==> src/rtl/uart_tx_fifo.sv <==
// Transmit byte FIFO feeding uart_controller: buffers producer bytes and issues them one
// at a time on send_sig/send_data, pacing on busy_sending, with sticky overflow/timeout flags.
`timescale 1ns/1ps
module uart_tx_fifo #(
    parameter int DEPTH_LOG2   = 4,
    parameter int BUSY_TIMEOUT = 15
) (
    input  logic                  clk100mhz,
    input  logic                  cpu_resetn,
    input  logic                  wr_en,
    input  logic [7:0]            wr_data,
    output logic                  full,
    output logic                  empty,
    output logic [DEPTH_LOG2:0]   count,
    output logic                  overflow,
    output logic                  tx_timeout,
    input  logic                  clr_err,
    output logic                  send_sig,
    output logic [7:0]            send_data,
    input  logic                  busy_sending
);
    localparam int DEPTH = 1 << DEPTH_LOG2;
    localparam logic [DEPTH_LOG2:0]   DEPTH_C   = (DEPTH_LOG2 + 1)'(DEPTH);
    localparam logic [DEPTH_LOG2:0]   CNT_ONE_C = (DEPTH_LOG2 + 1)'(1'b1);
    localparam logic [DEPTH_LOG2-1:0] PTR_ONE_C = DEPTH_LOG2'(1'b1);
    localparam logic [7:0]            TIMEOUT_C = 8'(BUSY_TIMEOUT);

    typedef enum logic [2:0] {
        ST_IDLE      = 3'd0,
        ST_SETUP     = 3'd1,
        ST_STROBE    = 3'd2,
        ST_WAIT_BUSY = 3'd3,
        ST_WAIT_DONE = 3'd4
    } state_t;

    state_t                state_r;
    logic [7:0]            mem_r [DEPTH];
    logic [DEPTH_LOG2-1:0] wr_ptr_r;
    logic [DEPTH_LOG2-1:0] rd_ptr_r;
    logic [DEPTH_LOG2:0]   count_r;
    logic [DEPTH_LOG2:0]   count_nxt_s;
    logic                  full_r;
    logic                  empty_r;
    logic                  overflow_r;
    logic                  tx_timeout_r;
    logic                  send_sig_r;
    logic [7:0]            send_data_r;
    logic [7:0]            tmo_cnt_r;
    logic                  pop_s;
    logic                  push_s;
    logic                  drop_s;
    logic                  tmo_hit_s;

    // Handshake decode: a full FIFO still accepts a write when the head leaves that cycle
    always_comb begin
        pop_s     = (state_r == ST_IDLE) && !empty_r;
        push_s    = wr_en && (!full_r || pop_s);
        drop_s    = wr_en && full_r && !pop_s;
        tmo_hit_s = (state_r == ST_WAIT_BUSY) && !busy_sending &&
                    ((tmo_cnt_r + 8'd1) == TIMEOUT_C);
        case ({push_s, pop_s})
            2'b10:   count_nxt_s = count_r + CNT_ONE_C;
            2'b01:   count_nxt_s = count_r - CNT_ONE_C;
            default: count_nxt_s = count_r;
        endcase
    end

    // Byte storage; contents need no reset because pointers and count define validity
    always_ff @(posedge clk100mhz) begin
        if (push_s) begin
            mem_r[wr_ptr_r] <= wr_data;
        end
    end

    // Pointers, occupancy and the registered full/empty status
    always_ff @(posedge clk100mhz) begin
        if (!cpu_resetn) begin
            wr_ptr_r <= '0;
            rd_ptr_r <= '0;
            count_r  <= '0;
            full_r   <= 1'b0;
            empty_r  <= 1'b1;
        end else begin
            if (push_s) begin
                wr_ptr_r <= wr_ptr_r + PTR_ONE_C;
            end
            if (pop_s) begin
                rd_ptr_r <= rd_ptr_r + PTR_ONE_C;
            end
            count_r <= count_nxt_s;
            full_r  <= (count_nxt_s == DEPTH_C);
            empty_r <= (count_nxt_s == '0);
        end
    end

    // Sticky error flags; clearing wins over a same-cycle set
    always_ff @(posedge clk100mhz) begin
        if (!cpu_resetn) begin
            overflow_r   <= 1'b0;
            tx_timeout_r <= 1'b0;
        end else if (clr_err) begin
            overflow_r   <= 1'b0;
            tx_timeout_r <= 1'b0;
        end else begin
            if (drop_s) begin
                overflow_r <= 1'b1;
            end
            if (tmo_hit_s) begin
                tx_timeout_r <= 1'b1;
            end
        end
    end

    // Transmit sequencer: pop, let send_data settle, strobe, then follow busy_sending
    always_ff @(posedge clk100mhz) begin
        if (!cpu_resetn) begin
            state_r     <= ST_IDLE;
            send_sig_r  <= 1'b0;
            send_data_r <= 8'h00;
            tmo_cnt_r   <= 8'd0;
        end else begin
            case (state_r)
                ST_IDLE: begin
                    send_sig_r <= 1'b0;
                    if (pop_s) begin
                        send_data_r <= mem_r[rd_ptr_r];
                        state_r     <= ST_SETUP;
                    end
                end
                ST_SETUP: begin
                    send_sig_r <= 1'b1;
                    state_r    <= ST_STROBE;
                end
                ST_STROBE: begin
                    send_sig_r <= 1'b0;
                    tmo_cnt_r  <= 8'd0;
                    state_r    <= ST_WAIT_BUSY;
                end
                ST_WAIT_BUSY: begin
                    send_sig_r <= 1'b0;
                    if (busy_sending) begin
                        state_r <= ST_WAIT_DONE;
                    end else begin
                        tmo_cnt_r <= tmo_cnt_r + 8'd1;
                        if (tmo_hit_s) begin
                            state_r <= ST_IDLE;
                        end
                    end
                end
                ST_WAIT_DONE: begin
                    send_sig_r <= 1'b0;
                    if (!busy_sending) begin
                        state_r <= ST_IDLE;
                    end
                end
                default: begin
                    send_sig_r <= 1'b0;
                    state_r    <= ST_IDLE;
                end
            endcase
        end
    end

    assign full       = full_r;
    assign empty      = empty_r;
    assign count      = count_r;
    assign overflow   = overflow_r;
    assign tx_timeout = tx_timeout_r;
    assign send_sig   = send_sig_r;
    assign send_data  = send_data_r;
endmodule

==> config.mk <==
export PLATFORM = sky130hd
export DESIGN_NAME = uart_tx_fifo
export DESIGN_NICKNAME = d
export VERILOG_FILES = /design/src/rtl/uart_tx_fifo.sv
export SDC_FILE = /design/constraint.sdc
export NUM_CORES = 1
export LEC_CHECK = 0
export ABC_CLOCK_PERIOD_IN_PS = 3200
export BUFFER_PORTS_ARGS = -buffer_cell sky130_fd_sc_hd__buf_2
export CELL_PAD_IN_SITES_DETAIL_PLACEMENT = 1
export CELL_PAD_IN_SITES_GLOBAL_PLACEMENT = 1
export CORE_MARGIN = 2
export CORE_UTILIZATION = 33
export DETAILED_ROUTE_END_ITERATION = 16
export HOLD_SLACK_MARGIN = 0.1
export PLACE_DENSITY = 0.62
export REMOVE_ABC_BUFFERS = 1
export SYNTH_ARGS = -nofsm -noshare
export SYNTH_HDL_FRONTEND = slang
export SYNTH_SLANG_ARGS = --single-unit
==> constraint.sdc <==
create_clock -name clk100mhz -period 3.2 [get_ports clk100mhz]
set_input_delay 0.8 -clock clk100mhz [delete_from_list [all_inputs] [get_ports clk100mhz]]
set_output_delay 0.8 -clock clk100mhz [all_outputs]
set_load 0.02 [all_outputs]
==> flow_summary.yaml <==
timing:
  setup_viol_count_final: 0
  hold_violations: 0
  tightest_slew_ns: 0.805
  slew_violations: 0
  max_freq_mhz: 342
  slew_headroom_pct: 46.2
  fin_crit_sh_pct: 91.3
  min_period_ns: 2.92
  finClkSkew_ns: 0.00788
  rsz0062_at_grt: "no"
  tns_ns: 0
power_and_ir_drop:
  p_leak_nw: 2.63
  power.density_nw_per_um2: 713
  peakVddDrop_mv: 0.466
  finalPower_mw: 5.55
logic_synthesis:
  synth_top_area_cell: "edfxtp_1"
  synth_top_family_by_area: "multiplexers"
  syn-instance-count: 419
  synthAdderAreaFrac_pct: 1.88
  synth_area_per_cell_sq_um: 15.9
  yosys-top-cells-count: "edfxtp_1, nor2_1, dfxtp_1, mux4_2, a21oi_1"
  synthArstFlopShare_pct: 0
  synth_area_sq_um: 6660
  synth_most_common_cell: "edfxtp_1"
  synth_area_leaders: "edfxtp_1, dfxtp_1, mux4_2, nor2_1, a22oi_1"
  synth_top_area_share_pct: 57.8
  synth_enable_flop_cells: 128
  synthMuxAreaShare_pct: 11.3
  synth_seq_cells: 165
  synth_flop_cell: "edfxtp_1"
  yosysSeqAreaShare_pct: 68.9
  synthXorXnorAreaFrac_pct: 1.84
  synth.distinct_cells: 42
  yosysWarnings: 0
  yosys.area_share.simple_pct: 7.56
  synth_compound_area_share_pct: 6.84
floorplanning:
  core_sq_um: 19700
  initial_core_util_pct: 33.9
  rows: 51
  die_w_microns: 146
  die-area_sq_um: 21300
  fp.dieH_microns: 146
  boundaryPins: 31
final_layout:
  fillCellCount: 2023
  diodes: 0
  multiInputGateArea_sq_um: 1960
  drive_above_1_share_pct: 26.0
  instances_no_fill: 749
  area_delta_synth_final_pct: 16.9
  stdcell_area_sq_um: 7780
  nets: 495
  regArea_sq_um: 4590
setup_path:
  path_cells: "or4_4, a21boi_4, inv_1, ha_2, xor2_1, ha_1, a21oi_1, mux2i_1, xnor2_1, nand2_1, nor4b_1"
  crit_path_start_kind: "flop"
  crit_fanout: 8
  slowest_delay_ns: 0.58
  path_class: "reg2reg"
  crit_slowest_cell: "or4_4"
  arrival_ns: 3.24
  cp.required_ns: 3.52
  critical_path_buf_inv_count: 1
  cpLargestDelayFamily: "simple AND/OR/NAND/NOR gates"
  cp-end-kind: "flop"
clock_tree:
  cts_buffers: 17
  clockBufferDepth: 2
  cts.sinks: 165
  clk_pin_slew_worst_paths_ns: 0.06
  tritoncts: "done"
  htreeDepth: 4
  cts-hold-fix-buffers: 0
  clkLatencyLatePin_ns: 0.42
  ctsRootBufferMaster: "clkbuf_16"
global_route:
  grt_pass1_wl_mm: 22.9
  globalRoute.totalOverflow: 0
  grt_max_degree: 35
  grtUsageTotal_pct: 14.0
  grt_antenna_before_repair: 0
  grt_pass1_vias: 3963
placed_design:
  gp_congestion: 0.743
  dp_hpwl_mm: 9.77
  place_inst: 716
  placed_cell_area_sq_um: 7220
  io_buffer_count: 30
route:
  viasPerCell: 4.99
  wl_met1_mm: 6.18
  drc_errors: 0
  dr.pass1.iters: 4
  drtIter0Drc: 372
  drt-wirelength-per-cell_microns: 19.2
  wirelength_mm: 14.4
  vias: 3738
  wl_met3_microns: 641
  antenna_left: 0
  wl_met2_mm: 7.35
  top_layer_used: "met4"
run_status:
  status: "finished clean"
flow_run:
  max_cap_violations: 0
hold_path:
  holdCritPathClass: "reg2reg"
-- layout make-up --
| class | count | area share, % |
|---|---|---|
| clock buffer | 19 | 5.56 |
| clock inverter | 12 | 1.37 |
| inverter | 8 | 0.386 |
| multi-input combinational | 227 | 25.2 |
| sequential | 165 | 58.9 |
| tap | 265 | 4.26 |
| timing repair buffer | 53 | 4.31 |
-- placed cells by master, fill, tap and decap left out, drive strengths merged, types with 5 or more instances in the layout --
cell      n
edfxtp  128
buf      53
nor2     40
dfxtp    37
mux4     32
a21oi    20
clkbuf   19
a22oi    17
nand2    16
inv      11
ha       10
a31o      8
xor2      7
xnor2     7
o21ai     7
nand2b    6
nor3      6
nand3b    6
clkinv    6
nor2b     5
-- registers in the layout, summed over array words and instances (netlist names) --
register,flops
send_data,8
send_sig,1
rd_ptr_r,4
tx_timeout,1
state_r,3
overflow,1
tmo_cnt_r,8
empty,1
wr_ptr_r,4
count,5
mem_r,128
full,1
-- stage by stage --
stage               setup WS [ns]  utilization [%]  hold WS [ns]
floorplan                   0.307                -         0.453
global placement            0.279             36.8         0.460
detailed placement          0.124             36.8         0.478
CTS                        0.0979             39.5         0.494
global route               0.0533             39.6         0.528
finish                      0.279             39.6         0.491
-- where the power goes --
| part | internal [mW] | switching (mW) | total, mW |
|---|---|---|---|
| Sequential | 2.43 | 0.120 | 2.55 |
| Clock | 1.07 | 0.814 | 1.88 |
| Combinational | 0.513 | 0.600 | 1.11 |
| Total | 4.01 | 1.53 | 5.55 |
-- worst reg2reg max path, cell delays in order, from the launching register on --
cell      delay, ns
dfxtp_1        0.37
or4_4          0.58
a21boi_4       0.18
inv_1          0.08
ha_2           0.23
xor2_1         0.18
ha_1           0.22
a21oi_1        0.17
mux2i_1        0.25
xnor2_1        0.17
nand2_1        0.12
nor4b_1        0.28
-- layer usage --
layer  global-route usage [%]  vias to the layer above
met4                     4.76                        0
met3                     3.22                       14
li1                         -                     1727
met2                     23.9                       63
met1                     17.7                     1934
met5                        0                        -
-- logic make-up after synthesis --
| logic type | Yosys count |
|---|---|
| XOR/XNOR | 14 |
| adder cells (fa/ha/maj) | 10 |
| AND/OR/NAND/NOR | 101 |
| buffers and inverters | 27 |
| flip-flops | 165 |
| AO/OA/AOI/OAI | 67 |
| multiplexers | 35 |
-- repair_timing --
item	CTS	global route
endpoints found under the setup margin	0	2
buffers inserted	0	2
resized for setup	0	1
-- final timing paths --
check / startpoint / to / slack (ns) / cells after the start
setup / recovery: state_r[0] / full / 0.28 / 11
hold / removal: tx_timeout / tx_timeout / 0.49 / 1
setup reg to reg: state_r[0] / full / 0.28 / 11
hold reg to reg: tx_timeout / tx_timeout / 0.49 / 1
(Power assumes the default switching activity.)
